$ cat config.mk
export PLATFORM = sky130hd
export DESIGN_NAME = instr_fetch
export DESIGN_NICKNAME = d
export VERILOG_FILES = /design/src/rtl/pipe_pkg.sv /design/src/rtl/instr_mem.sv /design/src/rtl/instr_fetch.sv
export SDC_FILE = /design/constraint.sdc
export NUM_CORES = 1
export LEC_CHECK = 0
export ABC_AREA = 1
export CAP_MARGIN = 10
export CORE_UTILIZATION = 36
export CTS_CLUSTER_DIAMETER = 80
export DETAILED_ROUTE_END_ITERATION = 16
export PLACE_DENSITY = 0.62
export SKIP_CTS_REPAIR_TIMING = 1
export SYNTH_ARGS = -nofsm -noshare
export SYNTH_HDL_FRONTEND = slang
export SYNTH_SLANG_ARGS = --single-unit
$ cat constraint.sdc
create_clock -name clk -period 3.67 [get_ports clk]
set_clock_uncertainty 0.2 [all_clocks]
set_input_delay 0.734 -clock clk [delete_from_list [all_inputs] [get_ports clk]]
set_output_delay 0.734 -clock clk [all_outputs]
set_load 0.005 [all_outputs]
$ cat src/rtl/pipe_pkg.sv
// pipe_pkg: shared widths, NOP code, opcode fields and fetch FSM states
package pipe_pkg;
   localparam int PC_W = 6;
   localparam logic [7:0] NOP_CODE = 8'h00;
   localparam int OP_HI = 7;
   localparam int OP_LO = 6;
   localparam int TGT_HI = 5;
   localparam int TGT_LO = 0;
   localparam logic [1:0] OP_JMP = 2'b11;
   typedef enum logic [1:0] {IDLE, LOAD, RUN} state_t;
endpackage

$ cat src/rtl/instr_mem.sv
// instr_mem: flop array, async active-low clear, sync write, async read
module instr_mem #(
   parameter int AW = 6,
   parameter logic [7:0] CLR = 8'h00
) (
   input  logic          clk,
   input  logic          rst,
   input  logic          we,
   input  logic [AW-1:0] waddr,
   input  logic [7:0]    wdata,
   input  logic [AW-1:0] raddr,
   output logic [7:0]    rdata
);
   logic [7:0] mem [2**AW];
   always_ff @(posedge clk or negedge rst)
      if (!rst) mem <= '{default: CLR};
      else if (we) mem[waddr] <= wdata;
   assign rdata = mem[raddr];
endmodule

$ cat src/rtl/instr_fetch.sv
// instr_fetch: IF stage - program load, PC sequencing, stall/redirect, NOP squash
module instr_fetch #(
   parameter int PC_W = pipe_pkg::PC_W,
   parameter logic [7:0] NOP_CODE = pipe_pkg::NOP_CODE
) (
   input  logic            clk,
   input  logic            rst,
   input  logic            load_en,
   input  logic [PC_W-1:0] load_addr,
   input  logic [7:0]      load_data,
   input  logic            start,
   input  logic            stall,
   input  logic            redirect,
   input  logic [PC_W-1:0] redirect_pc,
   output logic [7:0]      instruc_code,
   output logic [PC_W-1:0] pc,
   output logic            running
);
   import pipe_pkg::*;
   state_t state, state_nx;
   logic [7:0] rdata;
   logic we;
   always_ff @(posedge clk or negedge rst)
      if (!rst) state <= IDLE;
      else state <= state_nx;
   always_comb begin
      state_nx = state;
      we = 1'b0;
      if (state != RUN) begin
         we = load_en;
         state_nx = start ? RUN : load_en ? LOAD : state;
      end
   end
   // pc stays 0 until RUN so execution always begins at address 0
   always_ff @(posedge clk or negedge rst)
      if (!rst) pc <= '0;
      else if (state != RUN) pc <= '0;
      else if (redirect) pc <= redirect_pc;
      else if (!stall) pc <= pc + 1'b1;
   instr_mem #(.AW(PC_W), .CLR(NOP_CODE)) u_mem (
      .clk(clk), .rst(rst), .we(we), .waddr(load_addr), .wdata(load_data),
      .raddr(pc), .rdata(rdata)
   );
   // redirect squashes the wrong-path fetch so IF/ID latches a bubble
   assign instruc_code = (state == RUN && !redirect) ? rdata : NOP_CODE;
   assign running = (state == RUN);
endmodule

# Yosys cells after proc, flatten, opt, wreduce, memory -nomap -nowiden
# Cells that the tools add are included.
# word_totals
out_inout_bits	15
elab_cells	93
input_bits	26
register_bits	520
# classes
n_reduce_logical	5
n_bitwise	2
magnitude_cmp	3
n_eq_ne	3
add_sub_neg	1
mux	13
# op_table
cell	n
$bwmux W512	1
$bmux W8 S6	1
$demux W8 S6	1
$mux W8	4
$mux W6	3
$ge A7 B7 Y1 const B	2
$not A6 Y7	2
$lt A7 B1 Y1 const B	1
$add A6 B1 Y6 const B	1
$mux W2	2
$ne A3 B1 Y1 const B	1
$eq A2 B2 Y1 const B	1
$logic_and A1 B1 Y1	2
$ne A2 B2 Y1 const B	1
$reduce_and A2 Y1	1
$reduce_bool A2 Y1	1
$logic_not A1 Y1	1
$mux W1	1

# Logic depth before layout (Yosys ltp)
# Gate-level depths: netlist of the first run.
# depth
word_depth	6
ltp_mapped	13
ltp_nobuf	10

# Cells and area by module
# Synthesis of the first run repeated with hierarchy kept, for this count alone.
# unflattened
cells_unflattened	3036
area_unflattened_um2	23986.8
# by_module_without_submodules
mod	seq_area_each_um2	area_each_um2	n_inst	cells_each
instr_mem	12812.3	23413.7	1	2954
instr_fetch	200.2	573.0	1	82

# Worst setup path after synthesis of the first run
# Ideal clock, no wire load.
# synth_path
kind	reg2out
startpoint	reg pc[0]
endpoint	out instruc_code[1]
path_stages_with_launch	14
arrival_ns	1.714
n_path_buf	4
required_ns	2.736
slack_ns	1.022
path_cell_list	dfrtp_1 -> buf_2 -> inv_1 -> buf_2 -> buf_2 -> buf_4 -> nand2_1 -> nand2_1 -> nand2_1 -> nand3_1 -> nand3_1 -> nand2_1 -> nand3_1 -> a21oi_1
# synth_between
elab_chain_cells	5
# synth_lines
item	line_no	rtl
start: declaration	instr_fetch.sv:16	output logic [PC_W-1:0] pc,
start signal: assignment	instr_fetch.sv:38	else if (redirect) pc <= redirect_pc;
start signal: assignment	instr_fetch.sv:39	else if (!stall) pc <= pc + 1'b1;
$not A6 Y7 (not written as such)	instr_mem.sv:18	assign rdata = mem[raddr];
$bmux W8 S6	instr_mem.sv:18	
$mux W8 (not written as such) (2 in series)	instr_mem.sv:18	
$mux W8	instr_fetch.sv:45	assign instruc_code = (state == RUN && !redirect) ? rdata : NOP_CODE;
end: declaration	instr_fetch.sv:15	output logic [7:0] instruc_code,
# No other way between the ends. The select of a mux whose other input is x is not followed.

# Worst setup path in the final report of the first run
# layout_path
startpoint	reg pc[0]
endpoint	out instruc_code[4]
# The elaborated chain is that of the path after synthesis.

==> metrics.md, run 1 <==
| Metric | Value |
|---|---|
| Status | complete, but fails checks |
| Failing checks | negative setup slack |
| Final Setup Violations | 5 |
| Syn nets | 3,177 |
| Yosys Warn Count | 0 |
| Fin area | about 29,000 sq um |
| Placed instance count | approximately 4,000 |
| Area share of the largest cell type after synthesis | about 53% |
| H-tree levels | 2 |
| CTS tree | yes |
| Logic pwr share | 18.5% |
| CP startpoint kind | flop |
| Fin crit period | between 3 and 4 ns |
| CTS buffer count | 53 |
| Total gr overflow | 0 |
| Ant diodes | 0 |
| Fill cells | 6,615 |
| Root buffer selected by CTS | clkbuf_16 |
| Die height | 262.0 um |
| Vias in the first global route | 19,460 |
| Grt met2 use | around a third |
| Layout area overhead | 20.76% |
| Proportion of layout cells with a drive suffix above 1 | 12.97% |
| Pwr dens | 478.1 nW/um^2 |
| Leak pwr | 13.27 nW |
| Gpl congestion | 0.9591 |
| Top post-synthesis cells by area | dfrtp_1 53%, nand2_1 18%, o21ai_0 12% |
| Layout Cells excl Fill | 4,110 |
| Crit Path Max Fanout | 12 |
| Die area | ~69,000 sq um |
| Post-Syn Area | 24,330 sq um |
| Crit. End Element | output pin |
| WP data arrival | 2.80 ns |
| Yosys top cell by area | dfrtp_1 |
| Clock sink total | 520 |
| RSZ-0062 raised after global routing | true |
| Vias/cell | ~5.2 |
| Number of antenna violations at the first check in global routing | 1 |
| Switch share | 29.05% |
| Max Freq | roughly 0.27 GHz |
| Post-route DRC | 0 |
| Met1 Use GR | approximately a third |
| Register bit total from synthesis | 520 |
| Fin. max-slew vios | 0 |
| Grt peak-use layer | met2 |
| Post-DRT Antenna Nets | 0 |
| Post-synth cell types | 26 |
| Hold_ws | roughly 0.28 ns |
| First-pass GRT wire length | roughly 120,000 um |
| Nets | 3,228 |
| Clock power frac | between 40% and 50% |
| IO Pins | 41 |
| CP peak stage delay | roughly 0.56 ns |
| Measured slew at the worst slew-check pin | 0.7125 ns |
| Post-DP Area | 26,080 sq um |
| Met3 global-route usage | 5.401% |
| Sequential group share of total power | 41.0% |
| Initial Util | about 37% |
| Drt total wl | approximately 80,000 um |
| Routed len/inst | ~19 um |
| Port bufs | 40 |
| CP Class | flop to output pin |
| Core area | 66,330 sq um |
| Hold WC Path Type | flop to flop |
| Syn Inst Count | 3,150 |
| Clock-pin transition on the worst setup and hold timing paths | 0.07 ns |
| Total vias in the final route | around 21,000 |
| Max_cap viols | 0 |
| Gr usage total | a little over a fifth |
| DRT iter0 DRCs | 2,495 |
| Crit share post-route | 101.8% |
| Largest net degree at the start of global routing | 87 |
| Seq/Total Area, Yosys | 53.48% |
| Hold Violations, Final | 0 |
| Slowest CP cell | dfrtp_4 |
| Worst Slack Setup Final | -0.06545 ns |
| CP Cell Sequence | buf_6, buf_6, clkinv_8, buf_6, nand2_1, nand3_1, nand3_1, nand2_1, nor2_1, nand2_1, nand3_2, a21oi_4, buf_2 |
| P_int | 9.966 mW |
| Worst-Skew Late Latency | 0.63 ns |
| CTS Buffer Depth | 3 |
| Hpwl dp | 45,990 um |
| Die width | ~260 um |
| Net Sw Power | ~4.1 mW |
| Worst slew margin | 52.43% |
| Peak supply drop | around 0.00034 V |
| Total power | 14.05 mW |
| Row cnt | 94 |
| Syn Area/Cell | 7.724 sq um |
| DRT Pass-1 Iters | 5 |
| CP Data Required Time | 2.74 ns |
-- cells by family after synthesis --
logic type	after synthesis	share of synthesized area, %
AO/OA/AOI/OAI	631	13.06
adder cells (fa/ha/maj)	1	0.05142
flip-flops	520	53.48
AND/OR/NAND/NOR	1634	26.86
buffers and inverters	363	6.511
XOR/XNOR	1	0.03601
-- cells in the final DEF (no fill, tap or decap), drive strengths merged --
master | synthesis | routed
clkinvlp | 0 | 1
dlygate4sd3 | 0 | 1
o2111ai | 1 | 1
clkbuf | 114 | 101
o21a | 1 | 1
a21oi | 41 | 41
or2 | 2 | 2
nor2 | 190 | 190
xor2 | 1 | 1
nand3 | 267 | 267
bufinv | 0 | 4
inv | 133 | 140
clkinv | 12 | 19
a22oi | 2 | 2
o22ai | 3 | 3
dfrtp | 520 | 520
o32ai | 1 | 1
ha | 1 | 1
buf | 104 | 162
o21ai | 582 | 582
nand2 | 1165 | 1165
clkdlybuf4s50 | 0 | 31
nor3 | 10 | 10
-- synthesized netlist by cell type --
master / instances
a21oi_1: 41
o32ai_1: 1
buf_1: 12
or2_4: 1
ha_1: 1
buf_4: 5
dfrtp_1: 520
o22ai_1: 3
clkinv_1: 12
o21ai_0: 582
buf_2: 72
xor2_1: 1
or2_2: 1
inv_1: 133
nand2_1: 1164
nor3_4: 2
nor3_1: 8
nor2_1: 187
nor2_4: 3
buf_6: 15
clkbuf_1: 114
nand2_2: 1
o2111ai_1: 1
nand3_1: 267
o21a_1: 1
a22oi_1: 2
-- worst paths after layout --
| path | startpoint | end | slack, ns | cells past startpoint |
|---|---|---|---|---|
| min in group asynchronous | rst | u_mem.mem[460] | 0.45 | 2 |
| setup / recovery | pc[0] | instruc_code[4] | -0.07 | 13 |
| hold reg to reg | u_mem.mem[466] | u_mem.mem[466] | 0.28 | 2 |
| hold / removal | u_mem.mem[466] | u_mem.mem[466] | 0.28 | 2 |
| max in group asynchronous | rst | u_mem.mem[47] | 1.85 | 4 |
| setup reg to reg | state[1] | u_mem.mem[424] | 1.04 | 9 |
-- layer usage --
layer / up-vias / wire (um)
li1: 10220 / -
met2: 813 / 34660
met4: 2 / 1319
met1: 10350 / 36090
met3: 86 / 7213
met5: - / 13
-- power by group through the flow --
stage	registers, mW	logic [mW]	clock network (mW)
4_1_cts	5.76	2.02	5.76
6_report	5.77	2.60	5.68
3_3_place_gp	5.87	2.01	0
3_5_place_dp	5.87	2.01	0
2_1_floorplan	5.86	1.02	0
5_1_grt	5.76	2.75	6.00
-- critical path: cells and delay by family (launching register included) --
kind                   cells  cell delay, ns
DFF                        1            0.56
AOI/OAI and AO/OA          1            0.25
and+or+nand+nor            7            0.68
buffers and inverters      5            0.67
-- layout make-up --
cell class,count,area [sq um],share of cell area [%]
Clock buffer,82,1618,5.506
Timing Repair inverter,1,16.27,0.05536
Inverter,145,569.3,1.938
Multi-Input combinational cell,2267,10350,35.22
Tap cell,864,1081,3.679
Clock inverter,18,203.9,0.6941
Timing Repair Buffer,213,2524,8.590
Sequential cell,520,13020,44.31
-- registers in the layout, indices dropped and copies added, names as in the netlist --
name,count
pc,6
state,2
u_mem.mem,512
-- per-stage QoR --
step | utilization, % | setup slack, ns | TNS [ns]
floorplan | - | 1.022 | 0
finish | 44.29 | -0.06545 | -0.1661
global placement | 39.32 | -0.1882 | -0.3955
CTS | 42.07 | -0.8465 | -5.158
global route | 44.29 | -0.1273 | -0.6907
detailed placement | 39.32 | -0.1590 | -0.3317
Note: power is estimated with default switching activity, not from simulation.
==> run 2: changes to the inputs <==
- CORE_UTILIZATION: 36 -> 55
- PLACE_DENSITY: 0.62 -> 0.71
==> run 2 against run 1 <==
  * The flow still finishes with violations (negative setup slack)
  * Die area is 34% lower
  * Core utilization rose by 21 points
  * Setup slack improved by 0.041 ns
  * First-iteration DRC count up 6.8%
  * Via count is 1.8% higher
  * Largest cell class unchanged
  * Critical path depth fell by 2
  * Routed wire length shrank 6.6%
==> metrics.md, run 2 (synthesis results as in run 1) <==
| Metric | Value |
|---|---|
| Critical Path Start | pc[0] |
| Most frequent cells in the layout | 1,155 x nand2_1, 578 x o21ai_0, 518 x dfrtp_1 |
| CTS tree | yes |
| Max_cap viols | 0 (unchanged) |
| Worst-Skew Late Latency | 0.62 ns (about the same) |
| Max FFs per register | 512 (unchanged) |
| Nets | 3,177 (-1.6%) |
| RSZ-0062 raised after global routing | true |
| Core area | 43,360 sq um (-35%) |
| Gr usage total | 32.02% (+10 points) |
| CP peak stage delay | 0.50 ns (-0.06 ns) |
| Gpl congestion | 0.9940 (+3.6%) |
| Post-route DRC | 0 (unchanged) |
| Vias in the first global route | 20,030 (+2.9%) |
| Setup TNS | -0.03945 ns (+0.1266 ns) |
| Port bufs | 40 (unchanged) |
| Clock-pin transition on the worst setup and hold timing paths | 0.06 ns (about the same) |
| IO Pins | 41 (unchanged) |
| H-tree levels | 2 (unchanged) |
| Final core occ | 65.38% (+21 points) |
| Routed met1 length | 30,880 um (-14%) |
| WP data arrival | 2.76 ns (-0.04 ns) |
| Total power | 13.81 mW (-1.7%) |
| Row cnt | 76 (-19%) |
| Post-DRT Antenna Nets | 0 (unchanged) |
| Die width | 212.3 um (-19%) |
| Worst Slack Setup Final | -0.02401 ns (+0.04143 ns) |
| Crit. End Element | output pin |
| CTS buffer count | 55 (+3.8%) |
| DRT iter0 DRCs | 2,664 (+6.8%) |
| Max Freq | 0.2707 GHz (+1.1%) |
| Largest net degree at the start of global routing | 92 (+5.7%) |
| DRT Pass-1 Iters | 6 (+1) |
| Crit share post-route | 100.7% (-1.1 points) |
| Hold WC Path Type | flop to flop |
| Fin. max-slew vios | 0 (unchanged) |
| Largest Register | u_mem.mem |
| Status | complete, but fails checks |
| Measured slew at the worst slew-check pin | 0.8711 ns (+0.1586 ns) |
| Hold_ws | 0.2808 ns (-0.001854 ns) |
| Most common cell after layout, fill and taps aside | nand2_1 |
| Worst r2r path cells | 10 (+1) |
| CP Capture Point | instruc_code[6] |
| Top layer in use | met4 |
| Switch share | 28.13% (-0.92 points) |
| Placed instance count | 3,644 (-7.9%) |
| Failing checks | negative setup slack |
| Cell count of the worst hold path | 2 (unchanged) |
| Leak pwr | 13.00 nW (-2.1%) |
| Fin crit period | 3.694 ns (-0.04143 ns) |
| Hpwl dp | 42,910 um (-6.7%) |
| CP Cell Sequence | buf_12, clkinv_8, buf_16, buf_12, o21ai_0, nand3_2, nand3_2, nand2_1, nand3_2, a21oi_4, clkbuf_2 |
| Reg2Reg Setup Slack | 0.88 ns (-0.16 ns) |
| Ant diodes | 0 (unchanged) |
| Met3 wire length | 7186 um (-0.37%) |
| Routed len/inst | 19.60 um (+1.6%) |
| Drt total wl | 74,050 um (-6.6%) |
| First-pass GRT wire length | 111,400 um (-4.1%) |
| CP dominant cell by count | nand3_2 |
| Total vias in the final route | 21,850 (+1.8%) |
| Slowest CP cell | dfrtp_4 |
| Worst slew margin | 41.93% (-11 points) |
| CP startpoint kind | flop |
| CP Class | flop to output pin |
| Number of antenna violations at the first check in global routing | 0 (-1) |
| Layout area overhead | 16.52% |
| Root buffer selected by CTS | clkbuf_16 |
| Met2 wire len | 33,460 um (-3.5%) |
| Pwr dens | 487.1 nW/um^2 (+1.9%) |
| Net Sw Power | 3.884 mW (-4.8%) |
| Proportion of layout cells with a drive suffix above 1 | 9.643% (-3.3 points) |
| Crit Path Max Fanout | 13 (+1) |
| Die area | 45,080 sq um (-34%) |
| Sequential group share of total power | 41.7% (+0.7 points) |
| Peak supply drop | 0.0004170 V (+23%) |
| CP Data Required Time | 2.74 ns (about the same) |
| Hold Violations, Final | 0 (unchanged) |
| Logic pwr share | 16.5% (-2.0 points) |
| Fin area | 28,350 sq um (-3.5%) |
| Pre-CTS setup slack | -0.1224 ns (+0.03659 ns) |
| Clock sink total | 520 (unchanged) |
| Clock power frac | 41.7% (+1.3 points) |
| CTS Buffer Depth | 3 (unchanged) |
| Vias/cell | 5.783 (+11%) |
| R2r startpoint | state[1] |
| Post-DP Area | 25,420 sq um (-2.5%) |
| RR Endpoint | u_mem.mem[205] |
| Total gr overflow | 0 (unchanged) |
| Final Setup Violations | 2 (-3) |
| Die height | 212.3 um (-19%) |
| Initial Util | 56.11% (+19 points) |
| P_int | 9.925 mW (-0.41%) |
| Layout Cells excl Fill | 3,779 (-8.1%) |
| Regs by FF count | u_mem.mem: 512 flops, pc: 6 flops, state: 2 flops |
run 2: cell count changes in the layout (fill, tap and decap cells not counted), sizes merged:
cell          previous run  this run
buf                    162       104
bufinv                   4         6
clkbuf                 101       100
clkinv                  19        20
dlymetal6s2s             0         2
inv                    140       142
run 2: routing by layer:
layer	up-vias	GRT usage, %
met5	-	0
met4	0	12.08
met3	186	7.105
met2	1030	48.46
met1	10520	45.17
li1	10110	-
run 2: worst min-delay path by stage:
stage	from	to
finish	u_mem.mem[370]	u_mem.mem[370]
global route	u_mem.mem[215]	u_mem.mem[215]
CTS	rst	u_mem.mem[304]
detailed placement	u_mem.mem[215]	u_mem.mem[215]
global placement	u_mem.mem[370]	u_mem.mem[370]
floorplan	rst	pc[0]
run 2: cell type report:
type / instances / area, sq um
fillers: 3623 / 15010
flip-flops and latches: 520 / 13020
multi-input cells: 2267 / 10100
repair buffers: 160 / 2048
clock buffers: 78 / 1583
well taps: 585 / 732.0
inverters: 145 / 559.3
clock inverters: 23 / 286.5
repair inverters: 1 / 16.27
run 2: power groups by stage:
stage               Sequential (mW)  Combinational [mW]  Clock [mW]
global route                   5.76                2.42        6.06
detailed placement             5.87                1.85           0
CTS                            5.76                1.86        5.83
floorplan                      5.86                1.02           0
finish                         5.76                2.28        5.76
global placement               5.87                1.84           0
run 2: worst max-delay path, delay by kind of cell (launching register included):
family          cells  cell delay, ns
compound gates      2            0.42
buf+inv             5            0.70
flops               1            0.50
simple gates        4            0.49
==> run 3: changes to the inputs <==
- ABC_CLOCK_PERIOD_IN_PS: default -> 3670
==> results of run 3 <==
Final layout, timing and power as in run 2 (identical DEF).
